### src/rtl/segasys1_pkg.sv
// Shared types and defaults for the SEGA System 1 sound-command receiver.
// Holds the NMI sequencer state encoding and the default IRQ timing constants.
package segasys1_pkg;

  typedef enum logic [1:0] {
    N_IDLE   = 2'd0,
    N_ASSERT = 2'd1,
    N_WAIT   = 2'd2
  } nmi_state_e;

  localparam int IRQ_DIV_DEF = 160000;
  localparam int IRQ_LEN_DEF = 4096;
  localparam int IRQ_CNT_W   = 18;

endpackage

### src/rtl/segasys1_cmd_fifo.sv
// Register-based command byte FIFO with combinational head; push/pop take effect on the next edge.
// A push into a full FIFO is dropped (reported on drop) unless a pop frees the slot in the same cycle.
module segasys1_cmd_fifo #(
  parameter int DEPTH_LG = 2
) (
  input  logic                clk,
  input  logic                rst_n,
  input  logic                push,
  input  logic [7:0]          push_dat,
  input  logic                pop,
  output logic [7:0]          head_dat,
  output logic                empty,
  output logic [DEPTH_LG:0]   level,
  output logic                pop_acc,
  output logic                drop
);

  localparam int DEPTH = 1 << DEPTH_LG;

  logic [DEPTH_LG:0] wptr_q, wptr_d;
  logic [DEPTH_LG:0] rptr_q, rptr_d;
  logic [7:0]        mem_q [DEPTH];
  logic [7:0]        mem_d [DEPTH];
  logic              full;
  logic              push_acc;

  assign empty    = (wptr_q == rptr_q);
  assign full     = (wptr_q[DEPTH_LG] != rptr_q[DEPTH_LG]) &&
                    (wptr_q[DEPTH_LG-1:0] == rptr_q[DEPTH_LG-1:0]);
  assign level    = wptr_q - rptr_q;
  assign head_dat = mem_q[rptr_q[DEPTH_LG-1:0]];
  assign pop_acc  = pop & ~empty;
  // A same-cycle pop frees exactly the slot the push lands in.
  assign push_acc = push & (~full | pop_acc);
  assign drop     = push & ~push_acc;

  always_comb begin
    wptr_d = wptr_q;
    rptr_d = rptr_q;
    mem_d  = mem_q;
    if (pop_acc) begin
      rptr_d = rptr_q + 1'b1;
    end
    if (push_acc) begin
      mem_d[wptr_q[DEPTH_LG-1:0]] = push_dat;
      wptr_d = wptr_q + 1'b1;
    end
  end

  always_ff @(posedge clk or negedge rst_n) begin
    if (!rst_n) begin
      wptr_q <= '0;
      rptr_q <= '0;
      mem_q  <= '{default: '0};
    end else begin
      wptr_q <= wptr_d;
      rptr_q <= rptr_d;
      mem_q  <= mem_d;
    end
  end

endmodule

### src/rtl/segasys1_sndcmd_rx.sv
// Sound-side command receiver: queues main-CPU sound requests, raises NMI while pending, times sound IRQ.
// Pop lands one cycle after the read access ends; commands arriving while full are dropped and flagged on OVF.
module segasys1_sndcmd_rx
  import segasys1_pkg::*;
#(
  parameter int DEPTH_LG = 2,
  parameter int IRQ_DIV  = IRQ_DIV_DEF,
  parameter int IRQ_LEN  = IRQ_LEN_DEF
) (
  input  logic                CLK40M,
  input  logic                RESET_N,
  input  logic                SNDRQ,
  input  logic [7:0]          SNDNO,
  input  logic                SCPU_CS,
  input  logic                SCPU_RD,
  input  logic                SCPU_IACK,
  output logic [7:0]          SCMD_DO,
  output logic                SNMI,
  output logic                SIRQ,
  output logic                OVF,
  output logic [DEPTH_LG:0]   LEVEL
);

  localparam int LEN_W = $clog2(IRQ_LEN + 1);

  logic                 rd_act;
  logic                 rd_prev_q, rd_prev_d;
  logic                 stale_q, stale_d;
  logic [7:0]           last_q, last_d;
  logic                 ovf_q, ovf_d;
  logic                 snmi_q, snmi_d;
  nmi_state_e           state_q, state_d;
  logic                 sirq_q, sirq_d;
  logic [IRQ_CNT_W-1:0] irq_cnt_q, irq_cnt_d;
  logic [LEN_W-1:0]     len_q, len_d;
  logic                 irq_wrap;

  logic                 pop_req;
  logic [7:0]           fifo_head;
  logic                 fifo_empty;
  logic [DEPTH_LG:0]    fifo_level;
  logic                 fifo_pop_acc;
  logic                 fifo_drop;

  assign rd_act  = SCPU_CS & SCPU_RD;
  // An access that began on an empty queue must not consume a byte pushed mid-access.
  assign pop_req = rd_prev_q & ~rd_act & ~stale_q;

  segasys1_cmd_fifo #(
    .DEPTH_LG (DEPTH_LG)
  ) u_fifo (
    .clk      (CLK40M),
    .rst_n    (RESET_N),
    .push     (SNDRQ),
    .push_dat (SNDNO),
    .pop      (pop_req),
    .head_dat (fifo_head),
    .empty    (fifo_empty),
    .level    (fifo_level),
    .pop_acc  (fifo_pop_acc),
    .drop     (fifo_drop)
  );

  assign SCMD_DO = (fifo_empty | stale_q) ? last_q : fifo_head;
  assign SNMI    = snmi_q;
  assign SIRQ    = sirq_q;
  assign OVF     = ovf_q;
  assign LEVEL   = fifo_level;

  always_comb begin
    rd_prev_d = rd_act;
    stale_d   = rd_act & (rd_prev_q ? stale_q : fifo_empty);
    last_d    = fifo_pop_acc ? fifo_head : last_q;
    ovf_d     = ovf_q | fifo_drop;
  end

  always_comb begin
    state_d = state_q;
    unique case (state_q)
      N_IDLE:   if (fifo_level != '0) state_d = N_ASSERT;
      N_ASSERT: if (fifo_pop_acc) state_d = N_WAIT;
      N_WAIT:   state_d = N_IDLE;
      default:  state_d = N_IDLE;
    endcase
    snmi_d = (state_d == N_ASSERT);
  end

  assign irq_wrap = (irq_cnt_q == IRQ_CNT_W'(IRQ_DIV - 1));

  always_comb begin
    irq_cnt_d = irq_wrap ? '0 : irq_cnt_q + 1'b1;
    sirq_d    = sirq_q;
    len_d     = len_q;
    if (irq_wrap) begin
      sirq_d = 1'b1;
      len_d  = '0;
    end else if (sirq_q) begin
      if (SCPU_IACK || (len_q == LEN_W'(IRQ_LEN - 1))) begin
        sirq_d = 1'b0;
        len_d  = '0;
      end else begin
        len_d = len_q + 1'b1;
      end
    end
  end

  always_ff @(posedge CLK40M or negedge RESET_N) begin
    if (!RESET_N) begin
      rd_prev_q <= 1'b0;
      stale_q   <= 1'b0;
      last_q    <= 8'h00;
      ovf_q     <= 1'b0;
      snmi_q    <= 1'b0;
      state_q   <= N_IDLE;
      sirq_q    <= 1'b0;
      irq_cnt_q <= '0;
      len_q     <= '0;
    end else begin
      rd_prev_q <= rd_prev_d;
      stale_q   <= stale_d;
      last_q    <= last_d;
      ovf_q     <= ovf_d;
      snmi_q    <= snmi_d;
      state_q   <= state_d;
      sirq_q    <= sirq_d;
      irq_cnt_q <= irq_cnt_d;
      len_q     <= len_d;
    end
  end

endmodule

### config.mk
export PLATFORM = sky130hd
export DESIGN_NAME = segasys1_sndcmd_rx
export DESIGN_NICKNAME = d
export VERILOG_FILES = /design/src/rtl/segasys1_pkg.sv /design/src/rtl/segasys1_cmd_fifo.sv /design/src/rtl/segasys1_sndcmd_rx.sv
export SDC_FILE = /design/constraint.sdc
export NUM_CORES = 1
export LEC_CHECK = 0
export BUFFER_PORTS_ARGS = -buffer_cell sky130_fd_sc_hd__buf_2
export CORE_MARGIN = 3
export CORE_UTILIZATION = 55
export CTS_CLUSTER_SIZE = 30
export DETAILED_ROUTE_END_ITERATION = 16
export GPL_TIMING_DRIVEN = 0
export PLACE_DENSITY = 0.77
export SLEW_MARGIN = 20
export SYNTH_ARGS = -nofsm -noshare
export SYNTH_HDL_FRONTEND = slang
export SYNTH_SLANG_ARGS = --single-unit
export TNS_END_PERCENT = 50
### constraint.sdc
create_clock -name CLK40M -period 2.8 [get_ports CLK40M]
set_input_delay 0.84 -clock CLK40M [delete_from_list [all_inputs] [get_ports CLK40M]]
set_output_delay 0.84 -clock CLK40M [all_outputs]
set_load 0.05 [all_outputs]
Word-level counts from Yosys, hierarchy flattened
Cells that the tools add are included.
Widths: inputs -> output; s select.
{"block": "totals", "reg_bits": 84, "in_bits": 14, "word_cells": 71}
{"block": "op_classes", "n_mux": 18, "n_reduce_logical": 6, "n_bitwise": 17, "eq_ne": 7, "addsub": 5, "n_lt_le_gt_ge": 3}
{"operator": "$mux 13", "count": 3}
{"operator": "$bwmux 32", "count": 1}
{"operator": "$mux 8", "count": 4}
{"operator": "$add 18x1->18 const B", "count": 1}
{"operator": "$eq 18x18->1 const B", "count": 1}
{"operator": "$mux 18", "count": 1}
{"operator": "$bmux 8 s2", "count": 1}
{"operator": "$demux 8 s2", "count": 1}
{"operator": "$add 13x1->13 const B", "count": 1}
{"operator": "$eq 13x12->1 const B", "count": 1}
{"operator": "$and 1x1->1", "count": 7}
{"operator": "$add 3x1->3 const B", "count": 2}
{"operator": "$ge 3x3->1 const B", "count": 2}
{"operator": "$not 2->3", "count": 2}
{"operator": "$not 1->1", "count": 5}
{"operator": "$eq 2x1->1 const B", "count": 2}
{"operator": "$mux 1", "count": 4}
{"operator": "$mux 2", "count": 2}
{"operator": "$pmux 2 s2", "count": 1}
{"operator": "$eq 3x3->1", "count": 1}
{"operator": "$lt 3x1->1 const B", "count": 1}
{"operator": "$or 1x1->1", "count": 3}
{"operator": "$reduce_bool 3->1", "count": 1}
{"operator": "$sub 3x3->3", "count": 1}
{"operator": "other kinds (6)", "count": 7}

Logic depth before layout (Yosys ltp)
Gate-level depths: netlist of the first run.
{"block": "logic_depth", "depth_word": 10, "mapped_depth": 7, "mapped_depth_nobuf": 6}

Hierarchy
A second synthesis of the first run with hierarchy kept.
{"block": "unflattened", "cells_unflattened": 327, "area_unflattened_um2": 4141.5}
{"module": "segasys1_sndcmd_rx", "area_each_um2": 2250.9, "seq_area_each_um2": 1151.1, "n_inst": 1, "cells_each": 208}
{"module": "segasys1_cmd_fifo", "area_each_um2": 1890.6, "seq_area_each_um2": 950.9, "n_inst": 1, "cells_each": 119}

Worst setup path before layout of the first run
No wires, ideal clock.
{"block": "synth_timing", "path_kind": "register to output", "start": "register u_fifo.rptr_q[1]", "end": "output SCMD_DO[0]", "path_slack_ps": 4, "stages_incl_launch_ff": 6, "t_arrival_ps": 1956, "t_required_ps": 1960, "path_buffers": 1, "cell_sequence": "dfrtp_1 > clkbuf_1 > inv_1 > ha_1 > a31oi_2 > mux2_2"}
{"block": "synth_between", "elab_chain_len": 5, "elab_cells_between_ends": 7, "cone_classes": "eq/ne (1); mux (4); bitwise (2)"}
{"element": "from (decl)", "line_no": "segasys1_cmd_fifo.sv:21", "text": "logic [DEPTH_LG:0] rptr_q, rptr_d;"}
{"element": "from (signal assigned)", "line_no": "segasys1_cmd_fifo.sv:57", "text": "rptr_q <= rptr_d;"}
{"element": "$not 2->3 (not written as such)", "line_no": "segasys1_cmd_fifo.sv:31", "text": "assign head_dat = mem_q[rptr_q[DEPTH_LG-1:0]];"}
{"element": "$bmux 8 s2", "line_no": "segasys1_cmd_fifo.sv:31"}
{"element": "$mux 8 (not written as such) (2 in a row)", "line_no": "segasys1_cmd_fifo.sv:31"}
{"element": "$mux 8 (*)", "line_no": "segasys1_sndcmd_rx.sv:64", "text": "assign SCMD_DO = (fifo_empty | stale_q) ? last_q : fifo_head;"}
{"element": "to (decl)", "line_no": "segasys1_sndcmd_rx.sv:17", "text": "output logic [7:0] SCMD_DO,"}
Mark *: on every way between the ends. The rest lies on a longest branch, timed or not. The select of a mux whose other input is x is not followed.

Worst setup path after layout of the first run
{"block": "layout_timing", "start": "register u_fifo.rptr_q[0]", "end": "output SCMD_DO[0]"}
The elaborated chain is that of the path after synthesis.

==> results of run 1 <==
logic make-up after synthesis:
family          share of synthesized area (%)
fa+ha+maj                                3.27
simple gates                             12.3
flops                                    51.9
mux                                      18.8
buf+inv                                  2.59
xor+xnor                                 4.54
compound gates                           6.52
stage by stage:
stage | utilization, % | total power [W]
after floorplan | - | 0.00384
after global placement | 61.6 | 0.00430
after detailed placement | 62.0 | 0.00440
after CTS | 68.5 | 0.00612
after global routing | 69.1 | 0.00655
final | 69.1 | 0.00628
worst max-delay path, cell delays in order (launching register included):
cell and delay (ns):
dfrtp_1 0.43, buf_6 0.14, ha_4 0.26, a31oi_4 0.19
buf_12 0.17, mux2_4 0.33, buf_8 0.15
sequential cells by signal (all words and copies together), names as in the netlist:
signal and cells:
len_q 13, SIRQ 1, irq_cnt_q 18, state_q 2, u_fifo.wptr_q 3, u_fifo.mem_q 32, stale_q 1, last_q 8
rd_prev_q 1, u_fifo.rptr_q 3, OVF 1, SNMI 1
final timing paths:
check | slack (ns) | to | start | cells after the start
worst min-delay path | 0.45 | u_fifo.rptr_q[2]$_DFFE_PN0P_ | RESET_N | 1
worst min register to register | 0.48 | SNMI$_DFF_PN0_ | state_q[1]$_DFF_PN0_ | 1
max in group asynchronous | 1.75 | u_fifo.mem_q[30]$_DFFE_PN0P_ | RESET_N | 2
worst max-delay path | -0.07 | SCMD_DO[0] | u_fifo.rptr_q[0]$_DFFE_PN0P_ | 6
min in group CLK40M | 0.48 | SNMI$_DFF_PN0_ | state_q[1]$_DFF_PN0_ | 1
worst max register to register | 0.64 | u_fifo.mem_q[7]$_DFFE_PN0P_ | u_fifo.rptr_q[0]$_DFFE_PN0P_ | 6
power groups by stage:
stage | combinational (W) | sequential [W] | clock, W
2_1_floorplan | 0.00205 | 0.00178 | 0
3_3_place_gp | 0.00252 | 0.00178 | 0
3_5_place_dp | 0.00259 | 0.00181 | 0
4_1_cts | 0.00335 | 0.00179 | 0.000982
5_1_grt | 0.00365 | 0.00186 | 0.00104
6_report | 0.00349 | 0.00182 | 0.000967
layout make-up:
cell class | instances | area share, %
timing repair buffer | 38 | 7.08
multi-input combinational | 219 | 39.7
sequential | 84 | 43.6
buffer | 9 | 1.50
tap | 96 | 2.49
clock buffer | 11 | 2.93
clock inverter | 5 | 1.76
inverter | 12 | 0.985
placed cells by master (no fill, tap or decap), drive strengths merged, types with 2 or more instances in the layout:
cell type	Yosys	final
nor4	6	6
bufinv	0	2
clkinv	0	2
ha	9	9
a311oi	2	2
and3	5	5
nor3	3	3
a41oi	3	3
a21oi	7	7
xor2	8	8
or4b	2	2
a31oi	6	6
nor2	22	22
and4	3	3
buf	7	45
clkbuf	3	13
o21ai	6	6
mux4	8	8
and2	2	2
nand2b	2	2
dfrtp	84	84
inv	12	12
or4	2	2
or3	2	2
nand4	6	6
mux2	50	50
nand3	17	17
xnor2	13	13
nand2	16	16
mux2i	2	2
per-layer routing:
| metal | track usage [%] | share of wire, % |
|---|---|---|
| met3 | 5.41 | 5.6 |
| met2 | 37.2 | 52 |
| met5 | 0 | 0 |
| met4 | 6.31 | 1.4 |
| met1 | 28.5 | 41 |
timing repair:
item | 4_1_cts | 5_1_grt
endpoints found under the setup margin | 9 | 9
buffers inserted | 6 | 5
gates resized for setup | 45 | 1
pin swaps | 3 | 2
==> key figures, run 1 <==
Outcome
  • Status: finished with violations
  • Violated checks: negative setup slack

Finish
  • Final Cell Area: 4820 sq um
  • Multi-input logic area: 1910 sq um
  • Area grow syn2layout: 19.1%
  • Diodes inserted: 0
  • Layout cells sized above 1: 34.7%
  • NumNets Final: 397
  • Non-filler cells, final: 474
  • Fillers: 478
  • Storage cell area: 2100 sq um

Detailed routing
  • ANT nets after route: 0
  • Drt wl/cell: 18.4 microns
  • 1st-pass router iterations: 4
  • DR vias: 2808
  • Post-DR vias/cell: 5.92
  • DRT iter0 DRCs: 139
  • DRT Wirelength: 8730 microns
  • DRC violations left: 0

Pwr
  • Peak supply drop: 0.000666 V
  • Cell-internal power: 0.00379 W
  • Share of power burned in registers: 28.9%
  • Sw frac: 39.6%
  • Clock share of power: 15.4%
  • P_leak: 2.12 nW
  • Net Sw Power: 0.00249 W
  • Pwr Density: 1300 nW/um^2
  • Combinational share of power: 55.7%

Timing
  • Fin crit period: 2.87 ns
  • Achievable frequency: 349 MHz
  • Actual slew at the worst max-slew pin: 0.849 ns
  • Hold Violations, Final: 0
  • Worst Skew: 0.0142 ns
  • Final setup TNS: -0.436 ns
  • RSZ-0062 raised after global routing: true
  • WHS: 0.454 ns
  • Max Slew Vio Count: 0
  • Slew headroom: 42.9%
  • Final setup viols: 8
  • Worst setup margin: -0.0681 ns
  • Period utilisation layout: 102%

Clock tree
  • Clk sink count: 84
  • Total CTS buffers: 9
  • CTS max path bufs: 2
  • Clk slew on worst S/H paths: 0.09 ns
  • H-tree depth: 3
  • Hold-fix buffers at CTS: 0
  • CTS tree: built
  • Clock root buffer: clkbuf_8
  • Clock latency on the worst-skew pair: 0.35 ns

GRT
  • Wire length of the first global-routing pass: 14500 microns
  • GRT Resource Usage Total: 22.1%
  • Vias in the first global route: 2856
  • Largest net degree at the start of global routing: 49
  • GR Overflow Total: 0
  • Initial antenna violation count: 0

Placement
  • Placed instance area: 4330 sq um
  • Pre-CTS WS: -0.579 ns
  • # port buffers: 26
  • Routability Congestion: 0.775
  • Post-DP HPWL: 5170 microns
  • Placed cell count: 448

Logic synthesis
  • Synthesized Nets: 349
  • Async SR Flop Fraction: 100%
  • Seq/Total Area, Yosys: 51.9%
  • Cell with the most instances after synthesis: dfrtp_1
  • Number of enable flip-flop cells after synthesis: 0
  • Syn avg cell area: 12.5 sq um
  • Synth top area cells: dfrtp_1 52%, mux2_2 14%, mux4_2 4.4%
  • Warnings, synthesis: 0
  • Ys flop type: dfrtp_1
  • Syn Inst Count: 325
  • Area share of the largest cell type after synthesis: 51.9%
  • Post-synth top area cell: dfrtp_1
  • Unique cell type count in the Yosys netlist: 56
  • Commonest cells post-synth: 84 x dfrtp_1, 50 x mux2_2, 22 x nor2_1
  • Area of the mapped netlist: 4050 sq um
  • Synthesized flop and latch total: 84

Die
  • Die area: 8430 sq um
  • Ports: 28
  • Height of the die: 91.8 microns
  • Initial core utilization: 58.0%
  • Core Box Area: 6980 sq um
  • Rows: 30
  • Die width: 91.8 microns

Setup path
  • Crit path DAT: 2.03 ns
  • Endpoint type of the worst setup path: primary output
  • Crit path launch type: flop
  • Critical Path Fanout Max: 8
  • Req. time, crit path: 1.96 ns
  • Critical path type: flop to primary output

Run
  • Max_cap viols: 0

Hold path
  • HP Class: primary input to asynchronous set/reset pin
Note: power is estimated with default switching activity, not from simulation.
==> inputs of run 2 (changes only) <==
ABC_AREA = 1   (was not set)
CORE_MARGIN = 5   (was 3)
PLACE_DENSITY = 0.76   (was 0.77)
SETUP_SLACK_MARGIN = 0.4   (was not set)
==> run 2 against run 1 <==
  * The run still ends with negative setup slack left
  * Sequential power shrank 3%
  * Total power grew 5.2%
  * Sequential share of layout area shrank 5.6 points
  * Core utilization shrank 0.71 points
  * Hold slack gained 0.0012 ns
  * Critical path type is now flop to flop
==> key figures, run 2 <==
GRT
  • Wire length of the first global-routing pass: 19000 microns (was 14500 microns)
  • Vias in the first global route: 4031 (was 2856)
  • Largest net degree at the start of global routing: 47 (was 49)
  • GRT Resource Usage Total: 23.4% (was 22.1%)
  • Initial antenna violation count: 0 (unchanged)
  • GR Overflow Total: 0 (unchanged)

Logic synthesis
  • Area share of the largest cell type after synthesis: 46.6% (was 51.9%)
  • Unique cell type count in the Yosys netlist: 32 (was 56)
  • Async SR Flop Fraction: 100% (unchanged)
  • Commonest cells post-synth: 182 x nand2_1, 84 x dfrtp_1, 60 x nor2_1 (was 84 x dfrtp_1, 50 x mux2_2, 22 x nor2_1)
  • Synthesized Nets: 586 (was 349)
  • Number of enable flip-flop cells after synthesis: 0 (unchanged)
  • Synth top area cells: dfrtp_1 47%, nand2_1 15%, nand4_1 5.0% (was dfrtp_1 52%, mux2_2 14%, mux4_2 4.4%)
  • Area of the mapped netlist: 4510 sq um (was 4050 sq um)
  • Warnings, synthesis: 0 (unchanged)
  • Seq/Total Area, Yosys: 46.6% (was 51.9%)
  • Ys flop type: dfrtp_1 (unchanged)
  • Synthesized flop and latch total: 84 (unchanged)
  • Syn Inst Count: 562 (was 325)
  • Syn avg cell area: 8.02 sq um (was 12.5 sq um)
  • Post-synth top area cell: dfrtp_1 (unchanged)
  • Cell with the most instances after synthesis: nand2_1 (was dfrtp_1)

Pwr
  • Peak supply drop: 0.000578 V (was 0.000666 V)
  • Sw frac: 46.1% (was 39.6%)
  • Share of power burned in registers: 26.7% (was 28.9%)
  • Pwr Density: 1190 nW/um^2 (was 1300 nW/um^2)
  • P_leak: 2.84 nW (was 2.12 nW)
  • Combinational share of power: 60.9% (was 55.7%)
  • Clock share of power: 12.5% (was 15.4%)
  • Cell-internal power: 0.00356 W (was 0.00379 W)
  • Net Sw Power: 0.00304 W (was 0.00249 W)

Timing
  • WHS: 0.455 ns (was 0.454 ns)
  • Final setup TNS: -2.97 ns (was -0.436 ns)
  • Period utilisation layout: 107% (was 102%)
  • Slew headroom: 63.2% (was 42.9%)
  • Worst setup margin: -0.195 ns (was -0.0681 ns)
  • Final setup viols: 19 (was 8)
  • Max Slew Vio Count: 0 (unchanged)
  • Actual slew at the worst max-slew pin: 0.552 ns (was 0.849 ns)
  • Hold Violations, Final: 0 (unchanged)
  • Achievable frequency: 334 MHz (was 349 MHz)
  • Worst Skew: 0.0141 ns (was 0.0142 ns)
  • RSZ-0062 raised after global routing: true (unchanged)
  • Fin crit period: 2.99 ns (was 2.87 ns)

Detailed routing
  • DRT Wirelength: 11100 microns (was 8730 microns)
  • 1st-pass router iterations: 7 (was 4)
  • DRC violations left: 0 (unchanged)
  • DRT iter0 DRCs: 261 (was 139)
  • DR vias: 3944 (was 2808)
  • Drt wl/cell: 15.1 microns (was 18.4 microns)
  • Post-DR vias/cell: 5.37 (was 5.92)
  • ANT nets after route: 0 (unchanged)

Die
  • Die width: 101 microns (was 91.8 microns)
  • Initial core utilization: 55.7% (was 58.0%)
  • Die area: 10100 sq um (was 8430 sq um)
  • Rows: 33 (was 30)
  • Ports: 28 (unchanged)
  • Core Box Area: 8090 sq um (was 6980 sq um)
  • Height of the die: 101 microns (was 91.8 microns)

Clock tree
  • CTS max path bufs: 2 (unchanged)
  • H-tree depth: 3 (unchanged)
  • Clock latency on the worst-skew pair: 0.35 ns (about the same)
  • Clk slew on worst S/H paths: 0.09 ns (about the same)
  • Clock root buffer: clkbuf_8 (unchanged)
  • CTS tree: built (unchanged)
  • Hold-fix buffers at CTS: 0 (unchanged)
  • Total CTS buffers: 9 (unchanged)
  • Clk sink count: 84 (unchanged)

Finish
  • Non-filler cells, final: 734 (was 474)
  • Largest reg by FF count: u_fifo.mem_q (unchanged)
  • Biggest regs: u_fifo.mem_q (32), irq_cnt_q (18), len_q (13) (unchanged)
  • Commonest non-fill, non-tap cell in the layout: nand2_1 (was dfrtp_1)
  • Area grow syn2layout: 22.8% (was 19.1%)
  • Max reg flops: 32 (unchanged)
  • Final core occ: 68.4% (was 69.1%)
  • Layout cells sized above 1: 23.2% (was 34.7%)
  • NumNets Final: 648 (was 397)
  • Most frequent cells in the layout: 169 x nand2_1, 84 x dfrtp_1, 60 x nor2_1, 47 x inv_1, 36 x nand4_1 (was 84 x dfrtp_1, 42 x mux2_2, 22 x nor2_1, 18 x buf_2, 17 x nand3_1)
  • Diodes inserted: 0 (unchanged)

Setup path
  • Reg2Reg Setup Slack: -0.19 ns (was 0.64 ns)
  • Max incr delay on CP: 0.37 ns (was 0.43 ns)
  • Slowest stage cell, crit path: dfrtp_1 (unchanged)
  • Critical path type: flop to flop (was flop to primary output)
  • Top delay family on crit path: buffers and inverters (unchanged)
  • Critical Path Fanout Max: 5 (was 8)
  • Most used cell, CP: buf_6
  • Req. time, crit path: 3.04 ns (was 1.96 ns)
  • Endpoint type of the worst setup path: flop (was primary output)
  • R2R depth: 21 (was 6)
  • CP bufs+invs: 16 (was 3)
  • Critical R2R Launch: u_fifo.rptr_q[1]$_DFFE_PN0P_ (was u_fifo.rptr_q[0]$_DFFE_PN0P_)
  • Crit-path cells: clkbuf_8 > clkinvlp_4 > ha_4 > nand4_1 > buf_4 > buf_6 > buf_6 > buf_6 > buf_6 > buf_6 > buf_6 > buf_6 > buf_6 > buf_6 > buf_6 > buf_6 > buf_6 > and3_4 > buf_8 > nand2_1 > nand2_1 (was buf_6 > ha_4 > a31oi_4 > buf_12 > mux2_4 > buf_8)
  • CP Launch Point: u_fifo.rptr_q[1]$_DFFE_PN0P_ (was u_fifo.rptr_q[0]$_DFFE_PN0P_)
  • Crit path DAT: 3.24 ns (was 2.03 ns)
  • RR Endpoint: u_fifo.rptr_q[1]$_DFFE_PN0P_ (was u_fifo.mem_q[7]$_DFFE_PN0P_)
  • Crit path launch type: flop (unchanged)

Outcome
  • Violated checks: negative setup slack (unchanged)
  • Status: finished with violations (unchanged)

Placement
  • Post-DP HPWL: 7270 microns (was 5170 microns)
  • Pre-CTS WS: -0.187 ns (was -0.579 ns)
  • Routability Congestion: 0.835 (was 0.775)
  • # port buffers: 27 (was 26)
  • Placed cell count: 695 (was 448)

Run
  • Max_cap viols: 0 (unchanged)

Hold path
  • HP Class: primary input to asynchronous set/reset pin (unchanged)
-- run 2: what timing repair did --
action / CTS / global route
setup buffers: 18 / 3
pin swaps: 9 / 7
endpoints found under the setup margin: 11 / 23
gates cloned: 1 / 1
resized for setup: 52 / 16
-- run 2: per-layer routing --
layer	vias up	wire length (microns)	track usage (%)	part of all wire, %
met5	-	0	0	0
met4	0	246	9.84	2.2
met3	21	558	3.94	5.0
met2	122	5660	40.7	51
met1	1899	4600	28.6	42
li1	1902	-	-	-
-- run 2: worst register-to-register path, stage by stage (launching register included) --
cell and delay, ns:
dfrtp_1 0.37, clkbuf_8 0.15, clkinvlp_4 0.10, ha_4 0.28, nand4_1 0.12, buf_4 0.17
buf_6 0.11, buf_6 0.11, buf_6 0.10, buf_6 0.10, buf_6 0.10, buf_6 0.10
buf_6 0.11, buf_6 0.10, buf_6 0.10, buf_6 0.11, buf_6 0.11, buf_6 0.10
and3_4 0.16, buf_8 0.13, nand2_1 0.07, nand2_1 0.07
-- run 2: final cells by class --
type                       count  area, sq um
buffer                        22          186
multi-input combinational    405         2240
clock inverter                 4         22.5
sequential                    84         2100
clock buffer                  12          165
tap                          105          131
timing repair buffer          51          489
fill                         649         2560
inverter                      51          195
-- run 2: worst max path at each step --
stage	cells past startpoint	slack (ns)	to
floorplan	8	0.14	SCMD_DO[0]
global placement	10	-0.17	SCMD_DO[6]
detailed placement	10	-0.19	SCMD_DO[6]
CTS	9	-0.15	SCMD_DO[4]
global route	21	-0.28	u_fifo.rptr_q[1]$_DFFE_PN0P_
finish	21	-0.19	u_fifo.rptr_q[1]$_DFFE_PN0P_
-- run 2: cell families after synthesis --
family          Yosys count  synth area share [%]
xor+xnor                 26                  5.05
compound gates           36                  4.27
buf+inv                  73                  7.69
flops                    84                  46.6
fa+ha+maj                10                  2.94
simple gates            333                  33.4
-- run 2: power by group through the flow --
stage          clock (W)  combinational (W)  sequential, W
6_report        0.000823            0.00402        0.00176
5_1_grt         0.000906            0.00430        0.00179
4_1_cts         0.000845            0.00375        0.00175
3_5_place_dp           0            0.00288        0.00177
3_3_place_gp           0            0.00279        0.00175
2_1_floorplan          0            0.00225        0.00176
-- run 2: through the flow --
stage | total power (W) | cell area [sq um]
finish | 0.00660 | 5540
global placement | 0.00454 | 4890
detailed placement | 0.00465 | 4920
CTS | 0.00634 | 5440
floorplan | 0.00400 | 4620
global route | 0.00699 | 5540
==> inputs of run 3 (changes only) <==
PLACE_DENSITY = not set   (was 0.76)
PLACE_DENSITY_LB_ADDON = 0.05   (was not set)
REMOVE_ABC_BUFFERS = 1   (was not set)
==> run 3 against run 2 <==
  * The flow still finishes with violations (negative setup slack)
  * Cell area is 7.7% lower
  * Final cell count is 4.8% lower
  * Total power is 11% lower
  * Clock skew is 0.0036 ns lower
  * Combinational power is 23% lower
  * Worst setup slack better by 0.14 ns
==> key figures, run 3 (same netlist as run 2, synthesis figures left out) <==
Timing
  • Actual slew at the worst max-slew pin: 1.05 ns (was 0.552 ns)
  • Final setup viols: 8 (was 19)
  • Worst setup margin: -0.0537 ns (was -0.195 ns)
  • Achievable frequency: 350 MHz (was 334 MHz)
  • Period utilisation layout: 102% (was 107%)
  • Max Slew Vio Count: 0 (unchanged)
  • RSZ-0062 raised after global routing: true (unchanged)
  • Slew headroom: 29.6% (was 63.2%)
  • Fin crit period: 2.85 ns (was 2.99 ns)
  • Worst Skew: 0.0104 ns (was 0.0141 ns)
  • Hold Violations, Final: 0 (unchanged)

Detailed routing
  • 1st-pass router iterations: 5 (was 7)
  • ANT nets after route: 0 (unchanged)
  • DRT iter0 DRCs: 232 (was 261)
  • Post-DR vias/cell: 5.21 (was 5.37)
  • DRT Wirelength: 9780 microns (was 11100 microns)
  • DRC violations left: 0 (unchanged)
  • DR vias: 3642 (was 3944)
  • Drt wl/cell: 14.0 microns (was 15.1 microns)

GRT
  • Wire length of the first global-routing pass: 17000 microns (was 19000 microns)
  • GR Overflow Total: 0 (unchanged)
  • Initial antenna violation count: 0 (unchanged)
  • Vias in the first global route: 3512 (was 4031)
  • Largest net degree at the start of global routing: 57 (was 47)
  • GRT Resource Usage Total: 21.0% (was 23.4%)

Pwr
  • Combinational share of power: 52.8% (was 60.9%)
  • Share of power burned in registers: 30.1% (was 26.7%)
  • Cell-internal power: 0.00318 W (was 0.00356 W)
  • Pwr Density: 1150 nW/um^2 (was 1190 nW/um^2)
  • P_leak: 2.63 nW (was 2.84 nW)
  • Net Sw Power: 0.00267 W (was 0.00304 W)
  • Sw frac: 45.6% (was 46.1%)
  • Peak supply drop: 0.000522 V (was 0.000578 V)
  • Clock share of power: 17.1% (was 12.5%)

Placement
  • Pre-CTS WS: -0.432 ns (was -0.187 ns)
  • # port buffers: 27 (unchanged)
  • Routability Congestion: 0.842 (was 0.835)
  • Post-DP HPWL: 6240 microns (was 7270 microns)
  • Placed cell count: 673 (was 695)
  • Placed instance area: 4650 sq um (was 4920 sq um)

Setup path
  • Worst setup path endpoint: SCMD_DO[0] (was u_fifo.rptr_q[1]$_DFFE_PN0P_)
  • Endpoint type of the worst setup path: primary output (was flop)
  • R2R depth: 6 (was 21)
  • Critical Path Fanout Max: 8 (was 5)
  • Max incr delay on CP: 0.44 ns (was 0.37 ns)
  • Critical R2R Launch: u_fifo.rptr_q[1]$_DFFE_PN0P_ (unchanged)
  • Crit path launch type: flop (unchanged)
  • Reg2Reg Setup Slack: 0.11 ns (was -0.19 ns)
  • Slowest stage cell, crit path: dfrtp_2 (was dfrtp_1)
  • Crit-path cells: clkinvlp_4 > ha_4 > nand4_1 > and2_4 > o21ai_2 > buf_6 (was clkbuf_8 > clkinvlp_4 > ha_4 > nand4_1 > buf_4 > buf_6 > buf_6 > buf_6 > buf_6 > buf_6 > buf_6 > buf_6 > buf_6 > buf_6 > buf_6 > buf_6 > buf_6 > and3_4 > buf_8 > nand2_1 > nand2_1)
  • CP Launch Point: u_fifo.rptr_q[1]$_DFFE_PN0P_ (unchanged)
  • Critical path type: flop to primary output (was flop to flop)
  • RR Endpoint: u_fifo.mem_q[27]$_DFFE_PN0P_ (was u_fifo.rptr_q[1]$_DFFE_PN0P_)
  • Crit path DAT: 2.01 ns (was 3.24 ns)
  • Req. time, crit path: 1.96 ns (was 3.04 ns)

Clock tree
  • CTS tree: built (unchanged)
  • H-tree depth: 3 (unchanged)
  • CTS max path bufs: 2 (unchanged)
  • Clk sink count: 84 (unchanged)
  • Clock latency on the worst-skew pair: 0.35 ns (about the same)
  • Clk slew on worst S/H paths: 0.09 ns (about the same)
  • Total CTS buffers: 9 (unchanged)
  • Clock root buffer: clkbuf_8 (unchanged)
  • Hold-fix buffers at CTS: 0 (unchanged)

Die
  • Die width: 101 microns (unchanged)
  • Height of the die: 101 microns (unchanged)
  • Die area: 10100 sq um (unchanged)
  • Rows: 33 (unchanged)
  • Core Box Area: 8090 sq um (unchanged)
  • Ports: 28 (unchanged)
  • Initial core utilization: 55.7% (unchanged)

Outcome
  • Violated checks: negative setup slack (unchanged)
  • Status: finished with violations (unchanged)

Finish
  • Multi-input logic area: 2140 sq um (was 2240 sq um)
  • Biggest regs: u_fifo.mem_q (32), irq_cnt_q (18), len_q (13) (unchanged)
  • Non-filler cells, final: 699 (was 734)
  • Commonest non-fill, non-tap cell in the layout: nand2_1 (unchanged)
  • Final Cell Area: 5110 sq um (was 5540 sq um)
  • Fillers: 752 (was 649)
  • Layout cells sized above 1: 17.3% (was 23.2%)
  • Max reg flops: 32 (unchanged)
  • Most frequent cells in the layout: 182 x nand2_1, 82 x dfrtp_1, 60 x nor2_1, 46 x inv_1, 36 x nand4_1 (was 169 x nand2_1, 84 x dfrtp_1, 60 x nor2_1, 47 x inv_1, 36 x nand4_1)
  • Storage cell area: 2110 sq um (was 2100 sq um)
  • Diodes inserted: 0 (unchanged)
  • NumNets Final: 613 (was 648)
  • Area grow syn2layout: 13.3% (was 22.8%)
  • Largest reg by FF count: u_fifo.mem_q (unchanged)

Hold path
  • HP Class: primary input to asynchronous set/reset pin (unchanged)

Run
  • Max_cap viols: 0 (unchanged)
run 3: cell count changes in the layout (fill, tap and decap cells not counted), moves of 3 or more:
cell      delta
nand2_1     +13
buf_6       -18
buf_4        -5
clkbuf_1     -3
nand2_2     -10
o21ai_4      -8
clkinv_2     -3
buf_2        -3
o21ai_2      +8
nand2_4      -3
run 3: timing repair:
action,in CTS,in global routing
buffers inserted,5,3
cloned,2,0
resized for setup,44,5
pin swaps,4,5
setup endpoints to repair,61,47
run 3: power by group through the flow:
stage / registers, W / logic (W) / clock network, W
3_5_place_dp: 0.00180 / 0.00242 / 0
2_1_floorplan: 0.00178 / 0.00179 / 0
6_report: 0.00176 / 0.00309 / 0.00100
4_1_cts: 0.00176 / 0.00298 / 0.00102
5_1_grt: 0.00181 / 0.00335 / 0.00108
3_3_place_gp: 0.00180 / 0.00237 / 0
run 3: routing by layer:
metal  part of all wire (%)  track usage, %
met1                     51            32.2
met4                    1.4            6.94
met2                     43            30.4
met3                    4.4            3.11
met5                      0               0
run 3: how the worst min path moves through the flow:
stage	startpoint	to	depth (start not counted)
after global routing	RESET_N	irq_cnt_q[0]$_DFF_PN0_	1
after CTS	RESET_N	irq_cnt_q[0]$_DFF_PN0_	1
after global placement	u_fifo.mem_q[12]$_DFFE_PN0P_	u_fifo.mem_q[12]$_DFFE_PN0P_	2
after floorplan	state_q[1]$_DFF_PN0_	state_q[1]$_DFF_PN0_	1
final	RESET_N	irq_cnt_q[15]$_DFF_PN0_	1
after detailed placement	u_fifo.mem_q[18]$_DFFE_PN0P_	u_fifo.mem_q[18]$_DFFE_PN0P_	2
run 3: layout make-up:
cell class                      instances  share of cell area (%)
Clock buffer                           13                    3.31
Tap cell                              105                    2.57
Timing Repair Buffer                   36                    5.71
Sequential cell                        84                    41.2
Inverter                               51                    3.89
Multi-Input combinational cell        407                    42.0
Clock inverter                          3                    1.32
run 3: stage by stage:
stage / hold slack (ns) / total power, W / setup TNS [ns] / utilization (%)
global placement: 0.450 / 0.00417 / -9.04 / 57.1
CTS: 0.412 / 0.00576 / -0.480 / 62.7
detailed placement: 0.454 / 0.00422 / -8.94 / 57.5
floorplan: 0.432 / 0.00357 / -3.17 / -
finish: 0.408 / 0.00585 / -0.331 / 63.1
global route: 0.420 / 0.00624 / -2.38 / 63.1
run 3: critical path: cells and delay by family, from the launching register on:
kind	cells	cell delay, ns
AO/OA/AOI/OAI	1	0.13
AND/OR/NAND/NOR	2	0.49
flip-flops	1	0.44
adder cells (fa/ha/maj)	1	0.28
buffers and inverters	2	0.31
